## config.mk

```make
export PLATFORM = sky130hd
export DESIGN_NAME = aes_spi_scheduler
export DESIGN_NICKNAME = d
export VERILOG_FILES = /design/src/rtl/aes_spi_scheduler.sv
export SDC_FILE = /design/constraint.sdc
export NUM_CORES = 1
export LEC_CHECK = 0
export CORE_ASPECT_RATIO = 0.6
export CORE_MARGIN = 2
export CORE_UTILIZATION = 29
export CTS_CLUSTER_DIAMETER = 60
export DETAILED_ROUTE_END_ITERATION = 10
export PLACE_DENSITY = 0.61
export SLEW_MARGIN = 30
export SYNTH_ARGS = -nofsm -noshare
export SYNTH_HDL_FRONTEND = slang
export SYNTH_SLANG_ARGS = --single-unit
```

## constraint.sdc

```tcl
create_clock -name clk -period 3.2 [get_ports clk]
set_input_delay 0.64 -clock clk [delete_from_list [all_inputs] [get_ports clk]]
set_output_delay 0.64 -clock clk [all_outputs]
set_load 0.01 [all_outputs]
```

## src/rtl/aes_spi_scheduler.sv

```systemverilog
// Round-robin scheduler sharing one SPI-attached AES core between encrypt and decrypt requesters.
// Sends {data,key} MSB-first, idles through a compute gap with CS held, then shifts back 128 result bits.
//
//   state  | meaning
//   IDLE   | arbitrate enc/dec requests, latch frame of the winner
//   TX     | shift FRAME bits out on mosi, one per sclk period
//   WAIT   | CS held low, sclk quiet, for WAIT_CYC sclk periods
//   RX     | sample 128 miso bits on sclk rising edges
//   DONE   | release CS, publish result, pulse done
module aes_spi_scheduler #(
    parameter int NK       = 4,
    parameter int DIV      = 2,
    parameter int WAIT_CYC = 16
) (
    input  logic               clk,
    input  logic               rst,
    input  logic               enc_req,
    input  logic [127:0]       enc_data,
    input  logic [NK*32-1:0]   enc_key,
    output logic               enc_ack,
    output logic               enc_done,
    input  logic               dec_req,
    input  logic [127:0]       dec_data,
    input  logic [NK*32-1:0]   dec_key,
    output logic               dec_ack,
    output logic               dec_done,
    output logic [127:0]       result,
    output logic               busy,
    output logic               sclk,
    output logic               mosi,
    input  logic               miso,
    output logic               cs_enc_n,
    output logic               cs_dec_n
);

    localparam int FRAME = 128 + NK*32;
    localparam int HW    = $clog2(DIV) + 1;
    localparam int BW    = $clog2(FRAME) + 1;

    localparam logic [2:0] S_IDLE = 3'd0;
    localparam logic [2:0] S_TX   = 3'd1;
    localparam logic [2:0] S_WAIT = 3'd2;
    localparam logic [2:0] S_RX   = 3'd3;
    localparam logic [2:0] S_DONE = 3'd4;

    logic [2:0]       state;
    logic             ptr_dec;
    logic             side;
    logic [FRAME-1:0] tx_sr;
    logic [127:0]     rx_sr;
    logic [HW-1:0]    hcnt;
    logic [BW-1:0]    bcnt;
    logic             ph;
    logic             gnt_enc;
    logic             gnt_dec;
    logic             tick;

    // ptr_dec=1 means decrypt wins the next tie
    assign gnt_enc = enc_req && (!dec_req || !ptr_dec);
    assign gnt_dec = dec_req && (!enc_req || ptr_dec);
    assign tick    = (hcnt == '0);

    // ph keeps toggling through WAIT to time the gap, but sclk is only exposed in TX/RX
    assign sclk = ph && (state == S_TX || state == S_RX);
    assign mosi = (state == S_TX) ? tx_sr[FRAME-1] : 1'b0;
    assign busy = (state != S_IDLE);

    always_ff @(posedge clk or negedge rst) begin
        if (!rst) begin
            state    <= S_IDLE;
            ptr_dec  <= 1'b0;
            side     <= 1'b0;
            tx_sr    <= '0;
            rx_sr    <= '0;
            hcnt     <= '0;
            bcnt     <= '0;
            ph       <= 1'b0;
            cs_enc_n <= 1'b1;
            cs_dec_n <= 1'b1;
            enc_ack  <= 1'b0;
            dec_ack  <= 1'b0;
            enc_done <= 1'b0;
            dec_done <= 1'b0;
            result   <= '0;
        end else begin
            enc_ack  <= 1'b0;
            dec_ack  <= 1'b0;
            enc_done <= 1'b0;
            dec_done <= 1'b0;
            case (state)
                S_IDLE: begin
                    if (gnt_enc || gnt_dec) begin
                        side     <= gnt_dec;
                        enc_ack  <= gnt_enc;
                        dec_ack  <= gnt_dec;
                        tx_sr    <= gnt_dec ? {dec_data, dec_key} : {enc_data, enc_key};
                        cs_enc_n <= !gnt_enc;
                        cs_dec_n <= !gnt_dec;
                        if (enc_req && dec_req)
                            ptr_dec <= !ptr_dec;
                        hcnt     <= HW'(DIV - 1);
                        ph       <= 1'b0;
                        bcnt     <= BW'(FRAME - 1);
                        state    <= S_TX;
                    end
                end
                S_TX, S_WAIT, S_RX: begin
                    if (tick) begin
                        hcnt <= HW'(DIV - 1);
                        ph   <= !ph;
                        if (!ph && state == S_RX)
                            rx_sr <= {rx_sr[126:0], miso};
                        if (ph) begin
                            if (bcnt == '0) begin
                                case (state)
                                    S_TX: begin
                                        bcnt  <= BW'(WAIT_CYC - 1);
                                        state <= S_WAIT;
                                    end
                                    S_WAIT: begin
                                        bcnt  <= BW'(127);
                                        state <= S_RX;
                                    end
                                    default: begin
                                        cs_enc_n <= 1'b1;
                                        cs_dec_n <= 1'b1;
                                        state    <= S_DONE;
                                    end
                                endcase
                            end else begin
                                bcnt <= bcnt - BW'(1);
                                if (state == S_TX)
                                    tx_sr <= {tx_sr[FRAME-2:0], 1'b0};
                            end
                        end
                    end else begin
                        hcnt <= hcnt - HW'(1);
                    end
                end
                S_DONE: begin
                    result   <= rx_sr;
                    enc_done <= !side;
                    dec_done <= side;
                    state    <= S_IDLE;
                end
                default: state <= S_IDLE;
            endcase
        end
    end

endmodule
```

# [Word-level counts from Yosys, hierarchy flattened]
# Index checks and enable logic that the tools add are counted.
[word_totals] inputBits=517 output_inout_bits=137 reg_bits=535
[op_classes] eq_ne=12 n_addsub=2 reduce_logical=32 muxes=40
[ops] operator="2-to-1 mux 256 bit" count=6
[ops] operator="one-hot mux 256 bit (2 select lines)" count=1
[ops] operator="2-to-1 mux 9 bit" count=4
[ops] operator="one-hot mux 9 bit (2 select lines)" count=2
[ops] operator="2-to-1 mux 1 bit" count=15
[ops] operator="!= test 2 bit, second input constant" count=7
[ops] operator="2-to-1 mux 3 bit" count=4
[ops] operator="one-hot mux 3 bit (2 select lines)" count=2
[ops] operator="AND reduction 6 bit" count=2
[ops] operator="zero test 9 bit" count=1
[ops] operator="AND reduction 3 bit" count=3
[ops] operator="subtractor 9 x 1 -> 9 bit, second input constant" count=1
[ops] operator="zero test 1 bit" count=7
[ops] operator="equality test 3 x 2 -> 1 bit, second input constant" count=2
[ops] operator="one-hot mux 1 bit (2 select lines)" count=3
[ops] operator="logical AND 1 bit" count=5
[ops] operator="AND reduction 5 bit" count=1
[ops] operator="logical OR 1 bit" count=4
[ops] operator="2-to-1 mux 2 bit" count=2
[ops] operator="!= test 4 bit, second input constant" count=1
[ops] operator="one-hot mux 2 bit (2 select lines)" count=1
[ops] operator="AND reduction 2 bit" count=2
[ops] operator="AND reduction 4 bit" count=1
[ops] operator="equality test 3 x 1 -> 1 bit, second input constant" count=1
[ops] operator="other kinds (8)" count=8

# [Depth between registers and ports, before layout]
[logic_depth] word_depth=7 ltp_mapped=9

# [Worst setup path after synthesis]
# No wires, ideal clock.
[synth_path] path_type="reg-to-reg" startpoint="register bcnt[0]" endpoint="register tx_sr[100]" path_slack_ps=919 t_arrival_ps=2155 stages_incl_launch_ff=10 n_path_buf=3 synth_period_minus_slack_ps=2281 cell_sequence="dfrtp_1 -> inv_1 -> ha_1 -> or4b_1 -> buf_2 -> o21ai_2 -> a2111oi_4 -> buf_6 -> buf_6 -> mux2_4"
[synth_between] elab_chain_len=3
[synth_lines] element="start, declared" line="52" rtl="logic [BW-1:0] bcnt;"
[synth_lines] element="start signal, assigned" line="103" rtl="bcnt <= BW'(FRAME - 1);"
[synth_lines] element="start signal, assigned" line="117" rtl="bcnt <= BW'(WAIT_CYC - 1);"
[synth_lines] element="start signal, assigned" line="131" rtl="bcnt <= bcnt - BW'(1);"
[synth_lines] element="zero test 9 bit" line="114" rtl="if (bcnt == '0) begin"
[synth_lines] element="!= test 2 bit (no line)"
[synth_lines] element="AND reduction 6 bit (no line)"
[synth_lines] element="end signal, assigned" line="96" rtl="tx_sr <= gnt_dec ? {dec_data, dec_key} : {enc_data, enc_key};"
[synth_lines] element="end signal, assigned" line="133" rtl="tx_sr <= {tx_sr[FRAME-2:0], 1'b0};"
[synth_lines] element="end, declared" line="49" rtl="logic [FRAME-1:0] tx_sr;"
# No other way between the ends.
# A chain may end at the register's enable or synchronous reset.

# [Worst setup path after layout]
[layout_path] startpoint="register state[0]" endpoint="output port sclk"
[layout_between] elab_chain_len=3
[layout_lines] element="start, declared" line="46" rtl="logic [2:0] state;"
[layout_lines] element="start signal, assigned" line="70" rtl="state <= S_IDLE;"
[layout_lines] element="start signal, assigned" line="104" rtl="state <= S_TX;"
[layout_lines] element="start signal, assigned" line="118" rtl="state <= S_WAIT;"
[layout_lines] element="equality test 3 x 1 -> 1 bit / equality test 3 x 2 -> 1 bit (equally long branches)" line="64" rtl="assign sclk = ph && (state == S_TX || state == S_RX);"
[layout_lines] element="logical OR 1 bit (*)" line="64"
[layout_lines] element="logical AND 1 bit (*)" line="64"
[layout_lines] element="end, declared" line="29" rtl="output logic sclk,"
# Mark *: on every way between the ends. The rest lies on a longest branch, timed or not.

==> impl_results.md <==
- Status: finished, final reports clean
- DRT Wirelength: 89700 µm
- FF+latch area: 13400 µm²
- Post-CTS Setup Bufs: 0
- Number of placement rows: 87
- Synthesized Nets: 2952
- Worst VDD drop: 0.426 mV
- Period utilisation layout: 93.9%
- Post-synthesis cell count: 2434
- Post-Syn Area: 27700 µm²
- Slew headroom: 40.8%
- Area of the multi-input gates: 13100 µm²
- # setup viols final: 0
- Vias/cell: 5.14
- TritonCTS buffer count: 55
- Reg clk slew, reported paths: 70 ps
- CP required: 2560 ps
- Vias post-DR: 21900
- Crit path DAT: 2360 ps
- Ys flop type: dfrtp_1
- Final setup margin: 196 ps
- Max-Cap Viols: 0
- Max stage delay cell, worst path: dfrtp_1
- GRT overflow: 0
- GP Congestion: 0.843
- CTS Sinks: 535
- Leakage: 15.3 nW
- Post-synth top area share: 48.2%
- Core ar.: 94300 µm²
- Sequential-to-total area share from yosys stat: 48.4%
- Post-DP HPWL: 63200 µm
- Final Critical Period: 3000 ps
- Fin. Hold Viols: 0
- Distinct cell type count after synthesis: 50
- Total of fill cells in the finished design: 9014
- Most frequent cell after synthesis: dfrtp_1
- Die Area: 98000 µm²
- Synth top area cells: dfrtp_1, mux2_4, mux2_2, o211ai_1, a31oi_1
- Nets: 3493
- Initial Utilization: 29.4%
- Mean area per synthesized cell: 11.4 µm²
- Skew-Pair Late Insertion Delay: 630 ps
- H-tree Lvls: 2
- Critical path capture point type: primary output
- Total Neg Setup Slack: 0 ps
- Final Skew: 35.8 ps
- Initial antenna violation count: 13
- DR DRC count: 0
- Ordered list of cells on the worst path: nor2b_1 > buf_4 > and2_1 > clkdlybuf4s50_1
- Largest net degree at the start of global routing: 127
- Pwr dens: 761 nW/µm²
- DRT Pass-1 Iters: 5
- Fin util: 39.8%
- Die width: 403 µm
- IO Port Bufs: 653
- Total count of max-transition violations in the final report: 0
- First-pass GRT wire length: 140000 µm
- Worst setup SP type: flop
- Top cell type by total area after synthesis: dfrtp_1
- Layout area overhead: 35.6%
- Critical Path Fanout Max: 11
- Clk buf depth: 3
- CTS tree: done
- Hold Path Class: flop to flop
- Antenna-violating nets left: 0
- Pre-CTS WS: 335 ps
- FF-to-FF setup slack: 410 ps
- Setup CP Type: flop to primary output
- IO Pins: 654
- Worst Tran Pin Value: 888 ps
- RSZ-0062 raised after global routing: no
- GR Util All Layers: 17.9%
- Count of flip-flops with a built-in enable after synthesis: 0
- Die Height: 243 µm
- Number of global-route vias before repair: 22400
- Layout cells sized above 1: 23.4%
- Drt initial violations: 1728
- Ys async rst share: 100%
- Top cells by count, synth: dfrtp_1, mux2_2, nor2_1, o21ai_0
- WL/cell: 21.0 µm
- F_max: 333 MHz
- Root Driver: clkbuf_16
- Synth warnings: 0
- Crit path largest cell delay: 640 ps
- Yosys reg bits: 535
[power breakdown]
part	total, W	switching [W]	internal (W)
Combinational	0.0124	0.00568	0.00670
Clock	0.00669	0.00287	0.00381
Sequential	0.00948	0.00108	0.00841
Total	0.0286	0.00963	0.0189
[repair_timing]
action,4_1_cts,5_1_grt
resized for setup,1,0
endpoints found under the setup margin,1,0
hold buffers,1,0
endpoints found under the hold margin,38,0
[layout make-up]
cell class              count  share of cell area, %
clock buffers              77                   4.13
inverters                   6                 0.0933
well taps                1246                   4.15
multi-input cells        1632                   34.9
clock inverters            22                  0.810
diodes                      9                 0.0600
repair buffers            745                   20.2
flip-flops and latches    535                   35.7
[sequential cells by signal, summed over array words and instances (netlist names)]
register / flops
side: 1
result: 128
hcnt: 2
ph: 1
tx_sr: 256
state: 3
enc_done: 1
dec_ack: 1
rx_sr: 128
cs_enc_n: 1
ptr_dec: 1
cs_dec_n: 1
dec_done: 1
enc_ack: 1
bcnt: 9
[cell usage in the layout, fill, tap and decap left out, types with 4 or more instances in the layout]
| master | netlist | routed |
|---|---|---|
| o211ai_1 | 256 | 256 |
| mux2_4 | 240 | 240 |
| buf_12 | 0 | 27 |
| inv_1 | 5 | 4 |
| nand2_1 | 6 | 5 |
| clkbuf_16 | 0 | 55 |
| o21ai_0 | 267 | 267 |
| nand3_1 | 6 | 6 |
| buf_4 | 0 | 64 |
| a21oi_1 | 7 | 7 |
| nor2_1 | 268 | 268 |
| a31oi_1 | 256 | 256 |
| clkinvlp_4 | 0 | 4 |
| dfrtp_1 | 533 | 532 |
| clkdlybuf4s50_1 | 0 | 651 |
| clkbuf_8 | 0 | 9 |
| nor3_1 | 10 | 8 |
| clkbuf_1 | 210 | 13 |
| bufinv_16 | 0 | 5 |
| diode_2 | 0 | 9 |
| mux2_2 | 272 | 272 |
| clkinv_2 | 0 | 6 |
[cell families (layout without fill, tap and decap cells)]
| family | count (synthesis) | in the layout | share of synthesized area, % |
|---|---|---|---|
| xor+xnor | 2 | 2 | 0.0633 |
| other cells | 0 | 9 | 0 |
| fa+ha+maj | 1 | 1 | 0.0452 |
| mux | 512 | 512 | 24.1 |
| buf+inv | 267 | 850 | 4.44 |
| simple gates | 305 | 305 | 4.43 |
| flops | 535 | 535 | 48.4 |
| compound gates | 812 | 812 | 18.6 |
[worst max-delay path, delay by kind of cell, from the launching register on]
kind	cells	cell delay (ps)
simple gates	2	320
buf+inv	2	790
flops	1	640
[worst paths after layout]
path                                       from                     to  cells past startpoint
max in group asynchronous                   rst  tx_sr[83]$_DFFE_PN0P_                      3
hold / removal                 side$_DFFE_PN0P_     enc_done$_DFF_PN0_                      1
hold reg to reg                side$_DFFE_PN0P_     enc_done$_DFF_PN0_                      1
setup reg to reg            bcnt[0]$_DFFE_PN0P_  tx_sr[15]$_DFFE_PN0P_                      8
setup / recovery           state[0]$_DFFE_PN0P_                   sclk                      4
min in group asynchronous                   rst  rx_sr[29]$_DFFE_PN0P_                      2
[stage by stage]
stage / instance area (µm²) / total power [W] / hold slack [ps] / cells
floorplan: 27700 / 0.0189 / 344 / 2434
global placement: 35600 / 0.0218 / 442 / 4163
detailed placement: 35600 / 0.0220 / 444 / 4163
CTS: 37500 / 0.0288 / 455 / 4263
global route: 37500 / 0.0303 / 482 / 4271
finish: 37500 / 0.0286 / 455 / 4272
[layer usage]
layer	share of wire [%]	global-route usage, %	up-vias	wire length (µm)
li1	-	-	10200	-
met4	2.3	5.09	8	2100
met5	0.065	0	-	58
met3	4.8	2.97	135	4310
met1	47	25.8	11000	42100
met2	46	27.7	612	41200
No activity file was read; power rests on OpenSTA's default activity.
